--- src/rtl/zap_ptw_arb.sv ---
// Multi-requester page-table walker for the ZAP MMU: round-robin arbitration of
// TLB-miss walks, L1/L2 descriptor fetch over one Wishbone read master, ARM-style faults.
module zap_ptw_arb #(
  parameter int unsigned NUM_REQ     = 2,
  parameter int unsigned TIMEOUT_CYC = 255
) (
  input  logic                    i_clk,
  input  logic                    i_reset,
  input  logic                    i_mmu_en,
  input  logic [31:0]             i_baddr,
  input  logic [NUM_REQ-1:0]      i_req,
  input  logic [32*NUM_REQ-1:0]   i_req_va,
  output logic                    o_busy,
  output logic [NUM_REQ-1:0]      o_done,
  output logic [NUM_REQ-1:0]      o_fault,
  output logic [7:0]              o_fsr,
  output logic [31:0]             o_far,
  output logic [3:0]              o_tlb_wen,
  output logic [31:0]             o_tlb_va,
  output logic [31:0]             o_tlb_desc,
  output logic [3:0]              o_tlb_dac,
  output logic                    o_wb_cyc,
  output logic                    o_wb_stb,
  output logic [31:0]             o_wb_adr,
  output logic [3:0]              o_wb_sel,
  output logic                    o_wb_wen,
  input  logic [31:0]             i_wb_dat,
  input  logic                    i_wb_ack,
  input  logic                    i_wb_err
);

  localparam int unsigned IW = (NUM_REQ > 1) ? $clog2(NUM_REQ) : 1;
  localparam int unsigned CW = 16;

  typedef enum logic [2:0] {IDLE, L1_RD, L1_DEC, L2_RD, L2_DEC, RESP} state_e;

  state_e               state_q, state_d;
  logic [IW-1:0]        ptr_q, ptr_d;
  logic [IW-1:0]        gnt_q, gnt_d;
  logic [31:0]          va_q, va_d;
  logic [31:0]          desc_q, desc_d;
  logic [3:0]           dac_q, dac_d;
  logic [CW-1:0]        cnt_q, cnt_d;
  logic                 flt_q, flt_d;
  logic [7:0]           fst_q, fst_d;
  logic                 cyc_q, cyc_d;
  logic [31:0]          adr_q, adr_d;
  logic                 busy_q, busy_d;
  logic [NUM_REQ-1:0]   done_q, done_d;
  logic [NUM_REQ-1:0]   fault_q, fault_d;
  logic [7:0]           fsr_q, fsr_d;
  logic [31:0]          far_q, far_d;
  logic [3:0]           twen_q, twen_d;
  logic [31:0]          tva_q, tva_d;
  logic [31:0]          tdesc_q, tdesc_d;
  logic [3:0]           tdac_q, tdac_d;

  logic [NUM_REQ-1:0]   req_eff;
  logic                 arb_found;
  logic [IW-1:0]        arb_sel;
  logic [31:0]          arb_va;
  logic                 tmo;
  logic                 unused_baddr;

  assign unused_baddr = ^i_baddr[13:0];

  // A requester whose pulse is on the outputs right now still holds i_req this cycle.
  assign req_eff = i_req & ~(done_q | fault_q);
  assign tmo     = ((CW+1)'(cnt_q) + (CW+1)'(1)) == (CW+1)'(TIMEOUT_CYC);

  // Round-robin pick: first pending requester at or after the pointer.
  always_comb begin
    arb_found = 1'b0;
    arb_sel   = '0;
    arb_va    = '0;
    for (int unsigned i = 0; i < NUM_REQ; i++) begin
      int unsigned k;
      k = 32'(ptr_q) + i;
      if (k >= NUM_REQ) k = k - NUM_REQ;
      if (!arb_found && req_eff[k]) begin
        arb_found = 1'b1;
        arb_sel   = IW'(k);
      end
    end
    for (int unsigned k = 0; k < NUM_REQ; k++) begin
      if (IW'(k) == arb_sel) arb_va = i_req_va[32*k +: 32];
    end
  end

  always_comb begin
    state_d = state_q;
    ptr_d   = ptr_q;
    gnt_d   = gnt_q;
    va_d    = va_q;
    desc_d  = desc_q;
    dac_d   = dac_q;
    cnt_d   = '0;
    flt_d   = flt_q;
    fst_d   = fst_q;
    cyc_d   = cyc_q;
    adr_d   = adr_q;
    done_d  = '0;
    fault_d = '0;
    fsr_d   = '0;
    far_d   = '0;
    twen_d  = '0;
    tva_d   = '0;
    tdesc_d = '0;
    tdac_d  = '0;

    unique case (state_q)
      IDLE: begin
        flt_d = 1'b0;
        fst_d = '0;
        if (i_mmu_en && arb_found) begin
          gnt_d   = arb_sel;
          va_d    = arb_va;
          ptr_d   = (32'(arb_sel) == NUM_REQ - 1) ? '0 : arb_sel + IW'(1);
          cyc_d   = 1'b1;
          adr_d   = {i_baddr[31:14], arb_va[31:20], 2'b00};
          state_d = L1_RD;
        end
      end
      L1_RD, L2_RD: begin
        cnt_d = cnt_q + CW'(1);
        if (i_wb_err || tmo) begin
          cyc_d   = 1'b0;
          cnt_d   = '0;
          flt_d   = 1'b1;
          fst_d   = (state_q == L1_RD) ? 8'h0C : {dac_q, 4'hE};
          state_d = RESP;
        end else if (i_wb_ack) begin
          cyc_d   = 1'b0;
          cnt_d   = '0;
          desc_d  = i_wb_dat;
          state_d = (state_q == L1_RD) ? L1_DEC : L2_DEC;
        end
      end
      L1_DEC: begin
        dac_d = desc_q[8:5];
        unique case (desc_q[1:0])
          2'b00: begin
            flt_d   = 1'b1;
            fst_d   = 8'h05;
            state_d = RESP;
          end
          2'b10: begin
            twen_d  = 4'b0001;
            tva_d   = va_q;
            tdesc_d = desc_q;
            tdac_d  = desc_q[8:5];
            state_d = RESP;
          end
          2'b01: begin
            adr_d   = {desc_q[31:10], va_q[19:12], 2'b00};
            cyc_d   = 1'b1;
            state_d = L2_RD;
          end
          default: begin
            adr_d   = {desc_q[31:12], va_q[19:10], 2'b00};
            cyc_d   = 1'b1;
            state_d = L2_RD;
          end
        endcase
      end
      L2_DEC: begin
        state_d = RESP;
        if (desc_q[1:0] == 2'b00) begin
          flt_d = 1'b1;
          fst_d = {dac_q, 4'h7};
        end else begin
          unique case (desc_q[1:0])
            2'b01:   twen_d = 4'b0100;
            2'b10:   twen_d = 4'b0010;
            default: twen_d = 4'b1000;
          endcase
          tva_d   = va_q;
          tdesc_d = desc_q;
          tdac_d  = dac_q;
        end
      end
      RESP: begin
        if (flt_q) begin
          fault_d = NUM_REQ'(1) << gnt_q;
          fsr_d   = fst_q;
          far_d   = va_q;
        end else begin
          done_d  = NUM_REQ'(1) << gnt_q;
        end
        state_d = IDLE;
      end
      default: state_d = IDLE;
    endcase

    busy_d = (state_d != IDLE);
  end

  always_ff @(posedge i_clk or posedge i_reset) begin
    if (i_reset) begin
      state_q <= IDLE;
      ptr_q   <= '0;
      gnt_q   <= '0;
      va_q    <= '0;
      desc_q  <= '0;
      dac_q   <= '0;
      cnt_q   <= '0;
      flt_q   <= 1'b0;
      fst_q   <= '0;
      cyc_q   <= 1'b0;
      adr_q   <= '0;
      busy_q  <= 1'b0;
      done_q  <= '0;
      fault_q <= '0;
      fsr_q   <= '0;
      far_q   <= '0;
      twen_q  <= '0;
      tva_q   <= '0;
      tdesc_q <= '0;
      tdac_q  <= '0;
    end else begin
      state_q <= state_d;
      ptr_q   <= ptr_d;
      gnt_q   <= gnt_d;
      va_q    <= va_d;
      desc_q  <= desc_d;
      dac_q   <= dac_d;
      cnt_q   <= cnt_d;
      flt_q   <= flt_d;
      fst_q   <= fst_d;
      cyc_q   <= cyc_d;
      adr_q   <= adr_d;
      busy_q  <= busy_d;
      done_q  <= done_d;
      fault_q <= fault_d;
      fsr_q   <= fsr_d;
      far_q   <= far_d;
      twen_q  <= twen_d;
      tva_q   <= tva_d;
      tdesc_q <= tdesc_d;
      tdac_q  <= tdac_d;
    end
  end

  assign o_busy     = busy_q;
  assign o_done     = done_q;
  assign o_fault    = fault_q;
  assign o_fsr      = fsr_q;
  assign o_far      = far_q;
  assign o_tlb_wen  = twen_q;
  assign o_tlb_va   = tva_q;
  assign o_tlb_desc = tdesc_q;
  assign o_tlb_dac  = tdac_q;
  assign o_wb_cyc   = cyc_q;
  assign o_wb_stb   = cyc_q;
  assign o_wb_adr   = adr_q;
  assign o_wb_sel   = {4{cyc_q}};
  assign o_wb_wen   = 1'b0;

endmodule

--- config.mk ---
export PLATFORM = sky130hd
export DESIGN_NAME = zap_ptw_arb
export DESIGN_NICKNAME = d
export VERILOG_FILES = /design/src/rtl/zap_ptw_arb.sv
export SDC_FILE = /design/constraint.sdc
export NUM_CORES = 1
export LEC_CHECK = 0
export BUFFER_PORTS_ARGS = -buffer_cell sky130_fd_sc_hd__buf_4
export CAP_MARGIN = 20
export CORE_MARGIN = 4
export CORE_UTILIZATION = 36
export DETAILED_ROUTE_END_ITERATION = 7
export MAX_ROUTING_LAYER = met4
export PLACE_DENSITY_LB_ADDON = 0.3
export SYNTH_ARGS = -nofsm -noshare
export SYNTH_HDL_FRONTEND = slang
export SYNTH_SLANG_ARGS = --single-unit
--- constraint.sdc ---
create_clock -name i_clk -period 10.15 [get_ports i_clk]
set_clock_uncertainty 0.05 [all_clocks]
set_input_delay 0.5075 -clock i_clk [delete_from_list [all_inputs] [get_ports i_clk]]
set_output_delay 0.5075 -clock i_clk [all_outputs]
set_load 0.01 [all_outputs]
==> results of run 1 <==
-- metrics by stage --
stage	instances	hold WS, ns	setup WS, ns
2_1_floorplan	812	0.394	2.83
3_3_place_gp	1412	0.413	6.67
3_5_place_dp	1412	0.422	6.64
4_1_cts	1461	0.0476	6.63
5_1_grt	1462	0.0622	6.37
6_report	1462	0.0301	6.67
-- cells by family after synthesis --
family          after synthesis
simple gates                266
flops                       246
mux                         118
compound gates               98
buf+inv                      61
xor+xnor                     18
fa+ha+maj                     2
other cells                   1
-- layout make-up --
cell class,instances,area [um^2],share of cell area
sequential,246,6160,0.462
multi-input combinational,505,3610,0.271
timing repair buffer,282,2140,0.160
clock buffer,37,783,0.0587
tap,372,465,0.0349
clock inverter,12,146,0.0110
inverter,8,37.5,0.00281
-- placed cells by master (no fill, tap or decap), drive strengths merged, types with 36 or more instances in the layout --
cell and n:
and2 108, buf 282, clkbuf 37, dfrtp 246
mux2 47, mux2i 71, nand2 66, nor2 36
o21ai 60
-- report_power, final --
part           switching [W]  internal, W  total, W
sequential          0.000202      0.00127   0.00148
combinational       0.000512     0.000524   0.00104
clock               0.000394     0.000615   0.00101
total                0.00111      0.00241   0.00352
-- worst max-delay path, stage by stage (launching register included) --
cell and delay (ns):
dfrtp_1 0.52, nor2_1 0.21, and2_2 0.16, buf_4 0.56, nor2b_1 0.57, nor2_1 0.17
nor2_4 0.43, buf_4 0.50, and2_1 0.20
-- registers in the layout (all words and copies together) (netlist names), 2 cells and up --
register	count
desc_q	32
o_far	32
o_tlb_desc	32
o_tlb_va	32
va_q	32
o_wb_adr	30
cnt_q	16
fst_q	8
o_fsr	8
dac_q	4
o_tlb_dac	4
o_tlb_wen	4
state_q	3
o_done	2
o_fault	2
-- worst max-delay path by stage --
stage | cells past startpoint | startpoint | end | slack (ns)
floorplan | 1 | i_reset | cnt_q[0] | 2.83
global placement | 8 | state_q[2] | o_tlb_va[8] | 6.67
detailed placement | 8 | state_q[2] | o_tlb_desc[15] | 6.64
CTS | 8 | state_q[2] | o_tlb_desc[15] | 6.63
global route | 8 | state_q[2] | o_tlb_va[23] | 6.37
finish | 8 | state_q[2] | o_tlb_desc[15] | 6.67
-- per-layer routing --
metal | part of all wire | GRT usage
met1 | 0.44 | 0.216
met3 | 0.061 | 0.0338
met4 | 0.015 | 0.0321
met2 | 0.49 | 0.275
met5 | 0 | -
==> impl_results.md, run 1 <==
* Run status: complete, no violations
* Post-DP Area at approximately 12000 um^2
* Setup bufs post-CTS at 0
* Post-synth EDFFs at 0
* Die H at between 150 and 200 um
* Synthesis-stage register bit count at between 200 and 250
* Fin crit share at 0.342
* Seq/Total Area, Yosys at 0.612
* Worst EP required at 10.55 ns
* Setup tns final at 0 ns
* 1st-iter DRT viols at 329
* Max-slew violation count at 0
* Synth Area per Inst at between 10 and 15 um^2
* Minimum clock period at 3.48 ns
* Crit Path Class: register to register
* Layout cells sized above 1 at 0.354
* Number of library cell types mapped by synthesis at 53
* Total GRT Usage at 0.166
* Final WL at 25800 um
* Final instance area at 13300 um^2
* Hold Buf Count CTS at 0
* Most frequent cells after synthesis: 246 x dfrtp_1, 108 x and2_1, 71 x mux2i_1
* Worst-skew pair later-pin latency at 0.52 ns
* Endpoints failing setup at 0
* Max Fclk at 0.288 GHz
* Startpoint Class: register
* XOR/XNOR Fraction of Synth Area at 0.0157
* Routed len/inst at 17.6 um
* Peak VDD IR at ~0.00012 V
* R2R cell count at 8
* R2r endpoint: o_tlb_desc[15]
* Max-cap viol count at 0
* CTS sink cnt at 246
* Post-synthesis adder-cell area fraction at 0.00249
* Core Util, Final at 0.489
* Yosys top cell area share at 0.612
* Ys async rst share at 1.00
* Nature of the critical path endpoint: register
* Max_slew headroom at 0.377
* Synthesis Warnings at 0
* Die width at 175 um
* Post-Syn Instances at 810
* Vias in the first global route at 6851
* GR Overflow Total at 0
* Hold Violations, Final at 0
* DRC at 0
* CTS tree: built
* Largest family of logic cells by synthesized area: simple AND/OR/NAND/NOR gates
* Row cnt at 60
* Synthesized cell area at a little over 10000 um^2
* Routability cong. at slightly above 0.8
* R2r startpoint: state_q[2]
* Pwr Density at approximately 260 nW/um^2
* Leak Pwr at 6.68 nW
* CTS Buffer Depth at 3
* Dominant cell type by area after synthesis: dfrtp_1
* Via count at 6831
* P&R area growth vs syn at 32.6%
* Worst-Margin Slew at 0.935 ns
* First-pass GRT wire length at 39500 um
* Die area at 30700 um^2
* Most frequent cell after synthesis: dfrtp_1
* Data arrival, critical path at slightly below 4 ns
* I/O pin total at 291
* Initial Utilization at 0.369
* Hpwl dp at 17800 um
* Layout fillers at 2446
* Synth Area in Simple Gates at 0.147
* Compound-Gate Fraction of Synth Area at 0.0559
* Port Buf Inserts at around 270
* Post_cts resized at 0
* Synth top area cells: dfrtp_1 61%, mux2i_1 7.1%, and2_1 6.7%
* R2R Setup Slk at 6.67 ns
* H-tree Lvls at 1
* Vias per inst at 4.67
* Design Power at 0.00352 W
* TritonRoute pass-1 iters at 4
* Crit-path max FO at 45
* ANT nets after route at 0
* Mux contribution to synthesized area at 0.134
* Initial antenna violation count at 0
* Most used flip-flop cell after synthesis: dfrtp_1
* Largest net degree at the start of global routing at 95
* RSZ-0062 raised after global routing: no
* Hold Path Class: primary input to asynchronous set/reset pin
* Antenna diodes at 0
* CTS Buf Count at 27
* Clock Pin Slew Worst Setup and Hold Paths at 0.06 ns
* Root Buffer: clkbuf_16
* Core area at 27300 um^2
* Nets at 1207
Note: power is estimated with default switching activity, not from simulation.
==> run 2: changes to the inputs <==
==> constraint.sdc (replaced) <==
create_clock -name i_clk -period 3.3 [get_ports i_clk]
set_clock_uncertainty 0.05 [all_clocks]
set_input_delay 0.165 -clock i_clk [delete_from_list [all_inputs] [get_ports i_clk]]
set_output_delay 0.165 -clock i_clk [all_outputs]
set_load 0.01 [all_outputs]
==> run 2 against run 1 <==
  * Via count increased by 6.0%
  * Non-clock buffer count increased by 112
  * Combinational power increased to 3.3 times the previous value
  * Hold slack got worse by 0.0024 ns
  * Setup slack got worse by 6.5 ns
  * Clock power increased to 2.9 times the previous value
  * Fmax increased by 12%
  * Register-to-register slack got worse by 6.5 ns
  * Critical path depth increased by 1
  * Critical path type unchanged
==> impl_results.md, run 2 (synthesis results as in run 1) <==
* Run status: complete, no violations
* P_int at 0.00747 W (+210%)
* CTS Buffer Depth at 3 (unchanged)
* R2r startpoint: cnt_q[0]
* FF/Latch Area at 6160 um^2 (unchanged)
* Nets at 1318 (+9.2%)
* H-tree Lvls at 1 (unchanged)
* Antenna diodes at 0 (unchanged)
* Initial antenna violation count at 0 (unchanged)
* I/O pin total at 291 (unchanged)
* Met2 Usage GRT at 0.295 (+0.0204)
* CTS Buf Count at 26 (-3.7%)
* Switching pwr at 0.00345 W (+210%)
* Max-slew violation count at 0 (unchanged)
* Commonest non-fill, non-tap cell in the layout: buf_4
* Routed len/inst at 17.4 um (-1.2%)
* Minimum clock period at 3.11 ns (-0.370 ns)
* Leak Pwr at 7.12 nW (+6.6%)
* M1 GR Usage at 0.233 (+0.0174)
* Die width at 175 um (unchanged)
* Hold_sp: i_req_va[20]
* Setup bufs post-CTS at 0 (unchanged)
* Row cnt at 60 (unchanged)
* DRC at 0 (unchanged)
* R2R cell count at 9 (+1)
* Crit-path max FO at 13 (-71%)
* First-pass GRT wire length at 42900 um (+8.5%)
* Hold Buf Count CTS at 108 (+108)
* Area of the multi-input gates at 3610 um^2 (unchanged)
* Gr busiest metal: met2
* Data arrival, critical path at 3.45 ns (-0.43 ns)
* Sw Ratio at 0.316 (+0.00136)
* Nature of the critical path endpoint: register
* Endpoints failing setup at 0 (unchanged)
* R2r endpoint: desc_q[31]
* RSZ-0062 raised after global routing: no
* Startpoint Class: register
* ANT nets after route at 0 (unchanged)
* Placed cells at 1417 (+0.35%)
* Final WL at 27400 um (+6.3%)
* Layout fillers at 2359 (-3.6%)
* Port Buf Inserts at 273 (unchanged)
* Initial Utilization at 0.369 (unchanged)
* Max_slew headroom at 0.326 (-0.0506)
* Combinational power share at 0.311 (+0.017)
* Hold Path Cell Cnt at 3
* Total GRT Usage at 0.180 (+0.0131)
* CP max stage cell: or4_4
* Peak VDD IR at 0.000343 V (+180%)
* CP cell instances: ha_1, nand4_4, nor3_1, xnor2_1, o21ai_1, or4_4, nand3_4, buf_12, mux2_2
* CTS sink cnt at 246 (unchanged)
* Post_cts resized at 0 (unchanged)
* Die area at 30700 um^2 (unchanged)
* Clock network fraction of total power at 0.270 (-0.017)
* R2R Setup Slk at 0.19 ns (-6.48 ns)
* Layout cells sized above 1 at 0.320 (-0.0344)
* Post-route insts no fill at 1573 (+7.6%)
* TritonRoute pass-1 iters at 4 (unchanged)
* Commonest cells after routing, fill and taps aside: 283 x buf_4, 246 x dfrtp_1, 108 x dlygate4sd3_1
* Vias in the first global route at 7664 (+12%)
* Root Buffer: clkbuf_16
* Max-cap viol count at 0 (unchanged)
* Vias per inst at 4.60 (-1.5%)
* CP max stage delay at 0.62 ns (+0.05 ns)
* Worst-skew pair later-pin latency at 0.52 ns (about the same)
* Pwr Density at 758 nW/um^2 (+190%)
* Routability cong. at 0.810 (-0.72%)
* Hold worst-path end: va_q[20]
* Crit Path Class: register to register
* Setup tns final at 0 ns (unchanged)
* Fin crit share at 0.941 (+0.599)
* Via count at 7243 (+6.0%)
* Max Fclk at 0.322 GHz (+12%)
* CP Buf/Inv Count at 1 (-1)
* Worst-Margin Slew at 1.01 ns (+0.0759 ns)
* CTS tree: built
* Hold Violations, Final at 0 (unchanged)
* GR Overflow Total at 0 (unchanged)
* 1st-iter DRT viols at 558 (+70%)
* Worst EP required at 3.64 ns (-6.91 ns)
* M3 GR Usage at 0.0303 (-0.00346)
* Die H at 175 um (unchanged)
* Sequential fraction of design power at 0.419 (about the same)
* Hpwl dp at 18200 um (+2.2%)
* Clock Pin Slew Worst Setup and Hold Paths at 0.06 ns (about the same)
* Delay-heaviest family, CP: simple AND/OR/NAND/NOR gates
* P&R area growth vs syn at 43.2%
* Hold Path Class: primary input to register
* Largest net degree at the start of global routing at 177 (+86%)
* Design Power at 0.0109 W (+210%)
* Core area at 27300 um^2 (unchanged)
run 2: changes by cell type in the layout (fill, tap and decap cells not counted):
cell           change
buf_12             +3
buf_16             -1
buf_4              +2
bufinv_16          -1
clkbuf_1           +5
clkbuf_8           -2
clkinv_2           -3
clkinv_4           +1
clkinvlp_4         +1
dlygate4sd3_1    +108
inv_6              -1
inv_8              -1
run 2: area by class of cell:
class / instances / area share
sequential: 246 / 0.427
clock inverter: 8 / 0.00703
inverter: 8 / 0.00234
timing repair buffer: 394 / 0.227
tap: 372 / 0.0323
multi-input combinational: 505 / 0.251
clock buffer: 40 / 0.0538
run 2: layer usage:
layer / wire (um) / part of all wire
met4: 609 / 0.022
met3: 1550 / 0.057
met5: 0 / 0
met2: 13400 / 0.49
met1: 11800 / 0.43
run 2: through the flow:
| stage | area (um^2) | worst slack, ns | hold slack, ns | util |
|---|---|---|---|---|
| floorplan | 10100 | -0.147 | 0.264 | - |
| CTS | 14400 | 0.179 | 0.000266 | 0.529 |
| global placement | 12500 | 0.303 | 0.0314 | 0.457 |
| finish | 14400 | 0.193 | 0.0277 | 0.529 |
| global route | 14400 | 0.0323 | 0.0440 | 0.529 |
| detailed placement | 12500 | 0.192 | 0.0335 | 0.457 |
run 2: worst max path at each step:
stage,from,endpoint,slack [ns],cells past startpoint
floorplan,i_reset,cnt_q[0],-0.15,1
global placement,cnt_q[0],desc_q[29],0.30,9
detailed placement,cnt_q[0],desc_q[31],0.19,9
CTS,cnt_q[0],desc_q[31],0.18,9
global route,cnt_q[0],desc_q[31],0.03,9
finish,cnt_q[0],desc_q[31],0.19,9
run 2: power by group through the flow:
stage	combinational (W)	sequential (W)	clock, W
after floorplan	0.00179	0.00459	0
after global placement	0.00320	0.00459	0
after detailed placement	0.00326	0.00462	0
after CTS	0.00344	0.00458	0.00303
after global routing	0.00371	0.00470	0.00316
final	0.00340	0.00457	0.00295
run 2: worst register-to-register path, cell delays in order (launching register included):
cell and delay [ns]:
dfrtp_1 0.45, ha_1 0.35, nand4_4 0.15, nor3_1 0.33, xnor2_1 0.19, o21ai_1 0.12
or4_4 0.62, nand3_4 0.19, buf_12 0.19, mux2_2 0.35
==> run 3: changes to the inputs <==
--- a/config.mk
+++ b/config.mk
@@ -5,6 +5,7 @@
 export SDC_FILE = /design/constraint.sdc
 export NUM_CORES = 1
 export LEC_CHECK = 0
+export ABC_AREA = 1
 export BUFFER_PORTS_ARGS = -buffer_cell sky130_fd_sc_hd__buf_4
 export CAP_MARGIN = 20
 export CORE_MARGIN = 4
==> constraint.sdc (replaced) <==
create_clock -name i_clk -period 3.4 [get_ports i_clk]
set_clock_uncertainty 0.05 [all_clocks]
set_input_delay 0.17 -clock i_clk [delete_from_list [all_inputs] [get_ports i_clk]]
set_output_delay 0.17 -clock i_clk [all_outputs]
set_load 0.01 [all_outputs]
==> run 3 against run 2 <==
  * Setup slack better by 0.65 ns
  * Non-clock buffer count is 9 higher
  * Sequential power decreased by 10%
  * Flip-flop and latch count is the same
  * Critical path depth unchanged
  * Clock power is 2% higher
  * Register-to-register slack gained 0.65 ns
  * Synthesized area down 2.5%
  * First-iteration DRC count is 17% lower
  * Highest routed layer unchanged
==> impl_results.md, run 3 <==
* H-tree Lvls at 1 (unchanged)
* Hold Violations, Final at 0 (unchanged)
* GR Overflow Total at 0 (unchanged)
* Synth Area in Simple Gates at 0.204 (+0.0562)
* FF/Latch Area at 6160 um^2 (unchanged)
* Data arrival, critical path at 2.96 ns (-0.49 ns)
* XOR/XNOR Fraction of Synth Area at 0.00268 (-0.0130)
* Nature of the critical path endpoint: register
* Post-synth EDFFs at 0 (unchanged)
* Most frequent cell after synthesis: dfrtp_1
* Commonest non-fill, non-tap cell in the layout: buf_4
* Pwr Density at 746 nW/um^2 (-1.5%)
* Routability cong. at 0.844 (+4.3%)
* Largest net degree at the start of global routing at 69 (-61%)
* Clock Pin Slew Worst Setup and Hold Paths at 0.06 ns (about the same)
* Leak Pwr at 7.02 nW (-1.4%)
* Post-DP Area at 12200 um^2 (-2.1%)
* Final WL at 29500 um (+7.8%)
* Seq/Total Area, Yosys at 0.628 (+0.0155)
* Yosys top cell area share at 0.628 (+0.0155)
* Worst-skew pair later-pin latency at 0.52 ns (about the same)
* Crit Path Class: register to register
* CTS sink cnt at 246 (unchanged)
* Final instance area at 14200 um^2 (-1.1%)
* CTS Buffer Depth at 3 (unchanged)
* Post-Syn Instances at 1043 (+29%)
* Peak VDD IR at 0.000462 V (+35%)
* 1st-iter DRT viols at 465 (-17%)
* Largest family of logic cells by synthesized area: simple AND/OR/NAND/NOR gates
* Port Buf Inserts at 273 (unchanged)
* Synthesis Warnings at 0 (unchanged)
* Synth top area cells: dfrtp_1 63%, nand2_1 9.0%, nor2_1 4.4%
* Nets at 1556 (+18%)
* CTS Buf Count at 27 (+3.8%)
* Ys async rst share at 1.00 (unchanged)
* Vias per inst at 4.76 (+3.3%)
* Die H at 173 um (-1.2%)
* Endpoints failing setup at 0 (unchanged)
* Hold Path Cell Cnt at 5 (+2)
* I/O pin total at 291 (unchanged)
* Run status: complete, no violations
* Via count at 8477 (+17%)
* Minimum clock period at 2.56 ns (-0.548 ns)
* P&R area growth vs syn at 45.2%
* Max_slew headroom at 0.367 (+0.0403)
* Initial Utilization at 0.365 (-0.00411)
* Commonest cells after routing, fill and taps aside: 286 x buf_4, 246 x dfrtp_1, 234 x nand2_1
* Hold Path Class: primary input to register
* Number of library cell types mapped by synthesis at 37 (-30%)
* Most used flip-flop cell after synthesis: dfrtp_1
* Dominant cell type by area after synthesis: dfrtp_1
* Post-synthesis adder-cell area fraction at 0.00255 (+0.0000631)
* Row cnt at 60 (unchanged)
* R2R cell count at 9 (unchanged)
* Compound-Gate Fraction of Synth Area at 0.0884 (+0.0325)
* Die area at 30000 um^2 (-2.4%)
* DRC at 0 (unchanged)
* Max-cap viol count at 0 (unchanged)
* Initial antenna violation count at 2 (+2)
* TritonRoute pass-1 iters at 7 (+3)
* Startpoint Class: register
* Max-slew violation count at 0 (unchanged)
* Routed len/inst at 16.6 um (-4.9%)
* Layout fillers at 2371 (+0.51%)
* Total GRT Usage at 0.200 (+0.0207)
* Max Fclk at 0.391 GHz (+21%)
* Setup tns final at 0 ns (unchanged)
* Synthesized cell area at 9810 um^2 (-2.5%)
* RSZ-0062 raised after global routing: no
* Root Buffer: clkbuf_16
* CTS tree: built
* Core area at 26900 um^2 (-1.4%)
* First-pass GRT wire length at 47500 um (+11%)
* Area of the multi-input gates at 2960 um^2 (-18%)
* Worst-Margin Slew at 0.948 ns (-0.0625 ns)
* Layout cells sized above 1 at 0.252 (-0.0682)
* Die width at 173 um (-1.2%)
* Setup bufs post-CTS at 0 (unchanged)
* Crit-path max FO at 61 (+48)
* Hpwl dp at 19900 um (+9.3%)
* Most frequent cells after synthesis: 246 x dfrtp_1, 235 x nand2_1, 115 x nor2_1
* ANT nets after route at 0 (unchanged)
* Worst EP required at 3.80 ns (+0.16 ns)
* Mux contribution to synthesized area at 0.00204 (-0.132)
* Fin crit share at 0.752 (-0.189)
* Vias in the first global route at 8759 (+14%)
* Synth Area per Inst at 9.40 um^2 (-24%)
* Synthesis-stage register bit count at 246 (unchanged)
run 3: changes by cell type after synthesis, sizes merged, moves of 9 or more:
cell,change
o21ai,+14
a21oi,+9
mux2i,-69
o211ai,+20
nor2,+86
nand3,+24
nor3,+60
and2,-108
xnor2,-12
a31oi,+26
inv,+102
nor2b,-9
mux2,-47
nand2,+172
run 3: worst max-delay path, cell delays in order (launching register included):
cell and delay, ns:
dfrtp_1 0.38, nor2_1 0.12, nand2_1 0.06, inv_1 0.06, o21ai_0 0.23, nor2_4 0.17
buf_4 0.51, nand3_1 0.17, o211ai_1 0.13, dlygate4sd3_1 0.57
run 3: metal layers:
metal	up-vias	share of wire	GRT usage
li1	4094	-	-
met1	4045	0.41	0.242
met2	276	0.49	0.329
met3	62	0.074	0.0571
met4	0	0.032	0.0592
met5	-	0	-
run 3: repair_timing:
| item | 4_1_cts | 5_1_grt |
|---|---|---|
| hold endpoints to repair | 123 | 0 |
| endpoints found under the setup margin | 0 | 0 |
| gates resized for setup | 0 | 0 |
| hold buffers | 112 | 0 |
run 3: layout make-up:
cell class | instances | area share
clock buffer | 35 | 0.0516
tap | 341 | 0.0300
timing repair buffer | 403 | 0.236
sequential | 246 | 0.432
multi-input combinational | 630 | 0.208
antenna | 2 | 0.000351
clock inverter | 14 | 0.0127
inverter | 111 | 0.0295
run 3: kinds of logic (layout without fill, tap and decap cells):
group,Yosys count,after routing
and+or+nand+nor,470,470
DFF,246,246
buffers and inverters,169,563
AOI/OAI and AO/OA,150,150
xor gates and xnor gates,3,3
adders and majority gates,2,2
muxes,2,2
other,1,5
run 3: path summary, 6_finish.rpt:
| path | slack (ns) | to | startpoint |
|---|---|---|---|
| max | 0.84 | va_q[14] | o_fault[0] |
| min | 0.02 | o_wb_adr[8] | i_req_va[26] |
| max reg2reg | 0.84 | va_q[14] | o_fault[0] |
| min reg2reg | 0.40 | o_fault[0] | gnt_q |
| max in group asynchronous | 2.09 | o_tlb_desc[27] | i_reset |
| min in group asynchronous | 0.37 | o_far[3] | i_reset |
run 3: where the power goes:
| part | switching, W | internal (W) | leakage (nW) |
|---|---|---|---|
| Clock | 0.00118 | 0.00183 | 0.445 |
| Combinational | 0.00210 | 0.00141 | 3.38 |
| Sequential | 0.000403 | 0.00370 | 3.20 |
run 3: metrics by stage:
| step | setup slack (ns) | utilization | total power, W | instances | hold slack [ns] |
|---|---|---|---|---|---|
| 2_1_floorplan | -0.0518 | - | 0.00601 | 1045 | 0.247 |
| 3_3_place_gp | 1.03 | 0.453 | 0.00726 | 1618 | 0.332 |
| 3_5_place_dp | 1.00 | 0.453 | 0.00734 | 1618 | 0.338 |
| 4_1_cts | 0.436 | 0.529 | 0.0107 | 1779 | 0.00113 |
| 5_1_grt | 0.620 | 0.530 | 0.0113 | 1782 | 0.0217 |
| 6_report | 0.842 | 0.530 | 0.0106 | 1782 | 0.0181 |
